File: src/rtl/uart_rx_frame_ctrl.sv
// Frame parser behind uart_byte_rx: HEADER, CMD, LEN, PAYLOAD[LEN], CHK.
// Buffers the payload, checks length/checksum, enforces an inter-byte timeout.
module uart_rx_frame_ctrl #(
   parameter int unsigned CLK_FREQ     = 50_000_000,
   parameter int unsigned BAUD         = 9600,
   parameter logic [7:0]  HEADER       = 8'hAA,
   parameter int unsigned MAX_LEN      = 16,
   parameter int unsigned TIMEOUT_BITS = 20,
   localparam int unsigned AW = (MAX_LEN > 1) ? $clog2(MAX_LEN) : 1
) (
   input  logic          sys_clk,
   input  logic          sys_rst,
   input  logic [7:0]    rx_data,
   input  logic          rx_done,
   input  logic [AW-1:0] rd_addr,
   output logic [7:0]    rd_data,
   output logic [7:0]    frame_cmd,
   output logic [7:0]    frame_len,
   output logic          frame_valid,
   output logic          frame_err,
   output logic [1:0]    err_code,
   output logic          busy
);

   localparam int unsigned TIMEOUT_CLKS = (CLK_FREQ / BAUD) * TIMEOUT_BITS;
   localparam int unsigned TW = (TIMEOUT_CLKS > 2) ? $clog2(TIMEOUT_CLKS) : 1;
   localparam logic [TW-1:0] TMO_LAST  = TW'(TIMEOUT_CLKS - 1);
   localparam logic [7:0]    MAX_LEN_B = 8'(MAX_LEN);

   localparam logic [2:0] IDLE = 3'd0;
   localparam logic [2:0] CMD  = 3'd1;
   localparam logic [2:0] LEN  = 3'd2;
   localparam logic [2:0] DATA = 3'd3;
   localparam logic [2:0] CHK  = 3'd4;

   localparam logic [1:0] ERR_CHK = 2'd1;
   localparam logic [1:0] ERR_LEN = 2'd2;
   localparam logic [1:0] ERR_TMO = 2'd3;

   logic [2:0]    state_q, state_d;
   logic [7:0]    cmd_q, cmd_d;
   logic [7:0]    len_q, len_d;
   logic [7:0]    sum_q, sum_d;
   logic [7:0]    idx_q, idx_d;
   logic [TW-1:0] tmo_q, tmo_d;
   logic [7:0]    frame_cmd_q, frame_cmd_d;
   logic [7:0]    frame_len_q, frame_len_d;
   logic [1:0]    err_code_q, err_code_d;
   logic          valid_q, valid_d;
   logic          err_q, err_d;
   logic          buf_we;

   logic [7:0] buf_q [2**AW];

   always_comb begin
      state_d     = state_q;
      cmd_d       = cmd_q;
      len_d       = len_q;
      sum_d       = sum_q;
      idx_d       = idx_q;
      frame_cmd_d = frame_cmd_q;
      frame_len_d = frame_len_q;
      err_code_d  = err_code_q;
      valid_d     = 1'b0;
      err_d       = 1'b0;
      buf_we      = 1'b0;
      tmo_d       = (rx_done || state_q == IDLE) ? '0 : tmo_q + 1'b1;

      if (rx_done) begin
         // A byte on the terminal-count cycle is still parsed; the timeout loses.
         case (state_q)
            IDLE: begin
               if (rx_data == HEADER) state_d = CMD;
            end
            CMD: begin
               cmd_d   = rx_data;
               sum_d   = rx_data;
               state_d = LEN;
            end
            LEN: begin
               if (rx_data > MAX_LEN_B) begin
                  err_d      = 1'b1;
                  err_code_d = ERR_LEN;
                  state_d    = IDLE;
               end else begin
                  len_d   = rx_data;
                  sum_d   = sum_q + rx_data;
                  idx_d   = '0;
                  state_d = (rx_data == 8'd0) ? CHK : DATA;
               end
            end
            DATA: begin
               buf_we = 1'b1;
               sum_d  = sum_q + rx_data;
               idx_d  = idx_q + 8'd1;
               if (idx_q == len_q - 8'd1) state_d = CHK;
            end
            CHK: begin
               if (rx_data == sum_q) begin
                  valid_d     = 1'b1;
                  frame_cmd_d = cmd_q;
                  frame_len_d = len_q;
               end else begin
                  err_d      = 1'b1;
                  err_code_d = ERR_CHK;
               end
               state_d = IDLE;
            end
            default: state_d = IDLE;
         endcase
      end else if (state_q != IDLE && tmo_q == TMO_LAST) begin
         err_d      = 1'b1;
         err_code_d = ERR_TMO;
         state_d    = IDLE;
      end
   end

   always_ff @(posedge sys_clk or posedge sys_rst) begin
      if (sys_rst) begin
         state_q     <= IDLE;
         cmd_q       <= '0;
         len_q       <= '0;
         sum_q       <= '0;
         idx_q       <= '0;
         tmo_q       <= '0;
         frame_cmd_q <= '0;
         frame_len_q <= '0;
         err_code_q  <= '0;
         valid_q     <= 1'b0;
         err_q       <= 1'b0;
      end else begin
         state_q     <= state_d;
         cmd_q       <= cmd_d;
         len_q       <= len_d;
         sum_q       <= sum_d;
         idx_q       <= idx_d;
         tmo_q       <= tmo_d;
         frame_cmd_q <= frame_cmd_d;
         frame_len_q <= frame_len_d;
         err_code_q  <= err_code_d;
         valid_q     <= valid_d;
         err_q       <= err_d;
      end
   end

   // Payload storage needs no reset; contents are only meaningful after frame_valid.
   always_ff @(posedge sys_clk) begin
      if (buf_we) buf_q[idx_q[AW-1:0]] <= rx_data;
   end

   assign rd_data     = buf_q[rd_addr];
   assign frame_cmd   = frame_cmd_q;
   assign frame_len   = frame_len_q;
   assign frame_valid = valid_q;
   assign frame_err   = err_q;
   assign err_code    = err_code_q;
   assign busy        = (state_q != IDLE);

endmodule

File: config.mk
export PLATFORM = sky130hd
export DESIGN_NAME = uart_rx_frame_ctrl
export DESIGN_NICKNAME = d
export VERILOG_FILES = /design/src/rtl/uart_rx_frame_ctrl.sv
export SDC_FILE = /design/constraint.sdc
export NUM_CORES = 1
export LEC_CHECK = 0
export CORE_MARGIN = 1.5
export CORE_UTILIZATION = 35
export CTS_CLUSTER_DIAMETER = 40
export DETAILED_ROUTE_END_ITERATION = 8
export GPL_ROUTABILITY_DRIVEN = 0
export GPL_TIMING_DRIVEN = 0
export PLACE_DENSITY = 0.59
export SLEW_MARGIN = 15
export SYNTH_ARGS = -nofsm -noshare
export SYNTH_HDL_FRONTEND = slang
export SYNTH_SLANG_ARGS = --single-unit
File: constraint.sdc
create_clock -name sys_clk -period 2 [get_ports sys_clk]
set_input_delay 0.2 -clock sys_clk [delete_from_list [all_inputs] [get_ports sys_clk]]
set_output_delay 0.2 -clock sys_clk [all_outputs]
set_load 0.1 [all_outputs]
==> metrics.txt <==
CTS Buf Count 17; gr ovfl total 0; fillers 2,180; Starting DRT DRC Count 461; max cap viols 0; io pins 44; Yosys top cell area share 44.23%; Worst Skew 0.007806 ns; RSZ-0062 raised after global routing true; # DRC 0; DR vias/cell 5.183; crit-path cells mux4_2 -> mux4_2 -> buf_6; Worst-Margin Slew 0.9786 ns; drt total wl 19,250 um; first-pass GRT wire length 30,000 um; clock buffer depth 2; n_diodes 0; leakage 3.976 nW; Post-synth ARST share 36.00%; Synth Instances 593; EDFF count, synth 128; CTS Hold Bufs 0; Fmax 445.1 MHz; Finished Cell Area 0.01060 sq mm; Overall Global Routing Usage 15.54%; syn nets 622; vias in the first global route 5,292; Avg WL per Cell 19.14 um; status finished with violations; worst min path class in -> async; Peak supply drop 0.8698 mV; die area 0.02578 sq mm; HPWL after DPL 12,660 um; crit-path max cell delay 0.52 ns; Layout area overhead 22.02%; drt pass-1 iters 5; initial antenna violation count 0; CP required 1.80 ns; Mapped Avg Cell Area 14.65 sq um; CP bufs+invs 1; TNS Setup -1.802 ns; top_reg_cell synth edfxtp_1; placed instance area 0.009575 sq mm; Mapped Area 0.008690 sq mm; Core Area 0.02432 sq mm; Slew HR 35.02%; Final setup viols 8; CTS clock-pin slew for the worst setup and hold paths 0.07 ns; top cells by area, synth edfxtp_1 (44%), dfrtp_1 (21%), mux4_2 (10%); Synth Register Bits 200; Critical Path Sink Type output port; Yosys top cell by area edfxtp_1; failing checks negative setup slack; share of cells above drive strength 1 28.59%; CP arrival 2.05 ns; Synth cell types 52; worst setup margin -0.2464 ns; Clk Latency, worst-skew pair 0.43 ns; die height 160.6 um; crit path kind reg -> out; Crit path top cell by count mux4_2; commonest cells in the netlist edfxtp_1 (128), dfrtp_1 (72), nand2_1 (63); nets@finish 698; Pins Over Slew Limit 0; synth warn 0; Final Hold Viols 0; DR vias 5,214; sequential area share after synthesis 64.97%; most common cell in the synthesized netlist edfxtp_1; pwr dens 1082 mW/mm^2; H-tree depth 4; largest net degree at the start of global routing 34; slowest CP cell mux4_2; Crit Reg-Reg Startpoint len_q[1]; CTS tree yes; critical path peak fanout 1; family with the most delay on the worst path multiplexers; Critical path origin buf_q[12][6]; Tcrit/Tclk final 112.3%; IO buf count 40; die width 160.6 um; num rows 57; Starting Density 35.73%; CP startpoint kind register; CTS Sinks 200; Tmin final 2.246 ns; Antenna Violating Nets Remaining 0; clock tree root buffer cell clkbuf_16
==> cell families (layout without fill, tap and decap cells) <==
kind of cell               after synthesis  after routing  synth area share (%)
AOI/OAI and AO/OA                       51             51                 4.118
xor gates and xnor gates                34             34                 3.427
adders and majority gates               14             14                 2.102
buffers and inverters                   37            126                 1.742
DFF                                    200            200                 64.97
muxes                                   56             56                 12.41
and+or+nand+nor                        201            201                 11.23
==> worst paths after layout <==
check | endpoint | slack [ns] | depth (start not counted)
setup / recovery | rd_data[6] | -0.25 | 3
setup reg to reg | state_q[1] | 0 | 9
min in group sys_clk | len_q[3] | 0.27 | 3
max in group asynchronous | len_q[5] | 1.20 | 4
hold reg to reg | frame_cmd[6] | 0.47 | 2
hold / removal | frame_cmd[4] | 0.1 | 2
==> sequential cells by signal, indices dropped and copies added, names as in the netlist <==
register	cells
buf_q	128
idx_q	8
cmd_q	8
err_code	2
sum_q	8
frame_len	8
frame_err	1
state_q	3
tmo_q	17
frame_cmd	8
len_q	8
frame_valid	1
==> power breakdown <==
group          total, mW  switching (mW)  internal [mW]
Clock               3.61            1.60           2.01
Sequential          4.97           0.271           4.70
Combinational       2.89            1.67           1.22
Total               11.5            3.54           7.93
==> per-layer routing <==
metal / part of all wire [%] / vias up / global-route usage, % / wire length [um]
met4: 1.0 / 0 / 4.036 / 200
met3: 3.7 / 22 / 3.435 / 716
li1: - / 2356 / - / -
met5: 0 / - / 0 / 0
met2: 51 / 140 / 26.52 / 9787
met1: 44 / 2696 / 20.05 / 8550
==> cell usage in the layout (no fill, tap or decap), drive strengths merged, types with 3 or more instances in the layout <==
master,instances
a21oi,11
a31oi,3
and2,22
and3,3
buf,42
bufinv,3
clkbuf,28
clkdlybuf4s15,4
clkinv,5
dfrtp,72
dlygate4sd2,21
edfxtp,128
ha,13
inv,19
mux2,14
mux4,40
nand2,63
nand2b,4
nand3,19
nand4,8
nor2,43
nor2b,5
nor3,15
nor3b,6
nor4,4
o21ai,17
or2,3
xnor2,13
xor2,21
==> layout make-up <==
class | instances | area, sq um | share of cell area [%]
multi-input combinational | 356 | 3156 | 29.76
timing repair buffer | 58 | 533.0 | 5.027
clock inverter | 14 | 188.9 | 1.782
inverter | 15 | 60.06 | 0.5664
buffer | 21 | 181.4 | 1.711
clock buffer | 18 | 429.2 | 4.048
tap | 324 | 405.4 | 3.823
sequential | 200 | 5649 | 53.28
==> metrics by stage <==
step           utilization [%]  total power [mW]  hold slack (ns)  instances  setup WS (ns)
6_report                 43.60             11.47          0.09932       1006        -0.2464
5_1_grt                  43.60             11.97           0.1337       1006        -0.3015
4_1_cts                  42.90             11.25          0.09537        996        -0.2743
3_5_place_dp             39.37             7.392           0.4574        959         -1.556
3_3_place_gp             39.21             7.296           0.4561        957         -1.532
2_1_floorplan                -             6.765           0.2989        593        0.01238
==> what timing repair did <==
action | CTS | global route
setup buffers | 6 | 10
resized for setup | 186 | 30
pin swaps | 3 | 14
endpoints found under the setup margin | 214 | 167
Note: power is estimated with default switching activity, not from simulation.
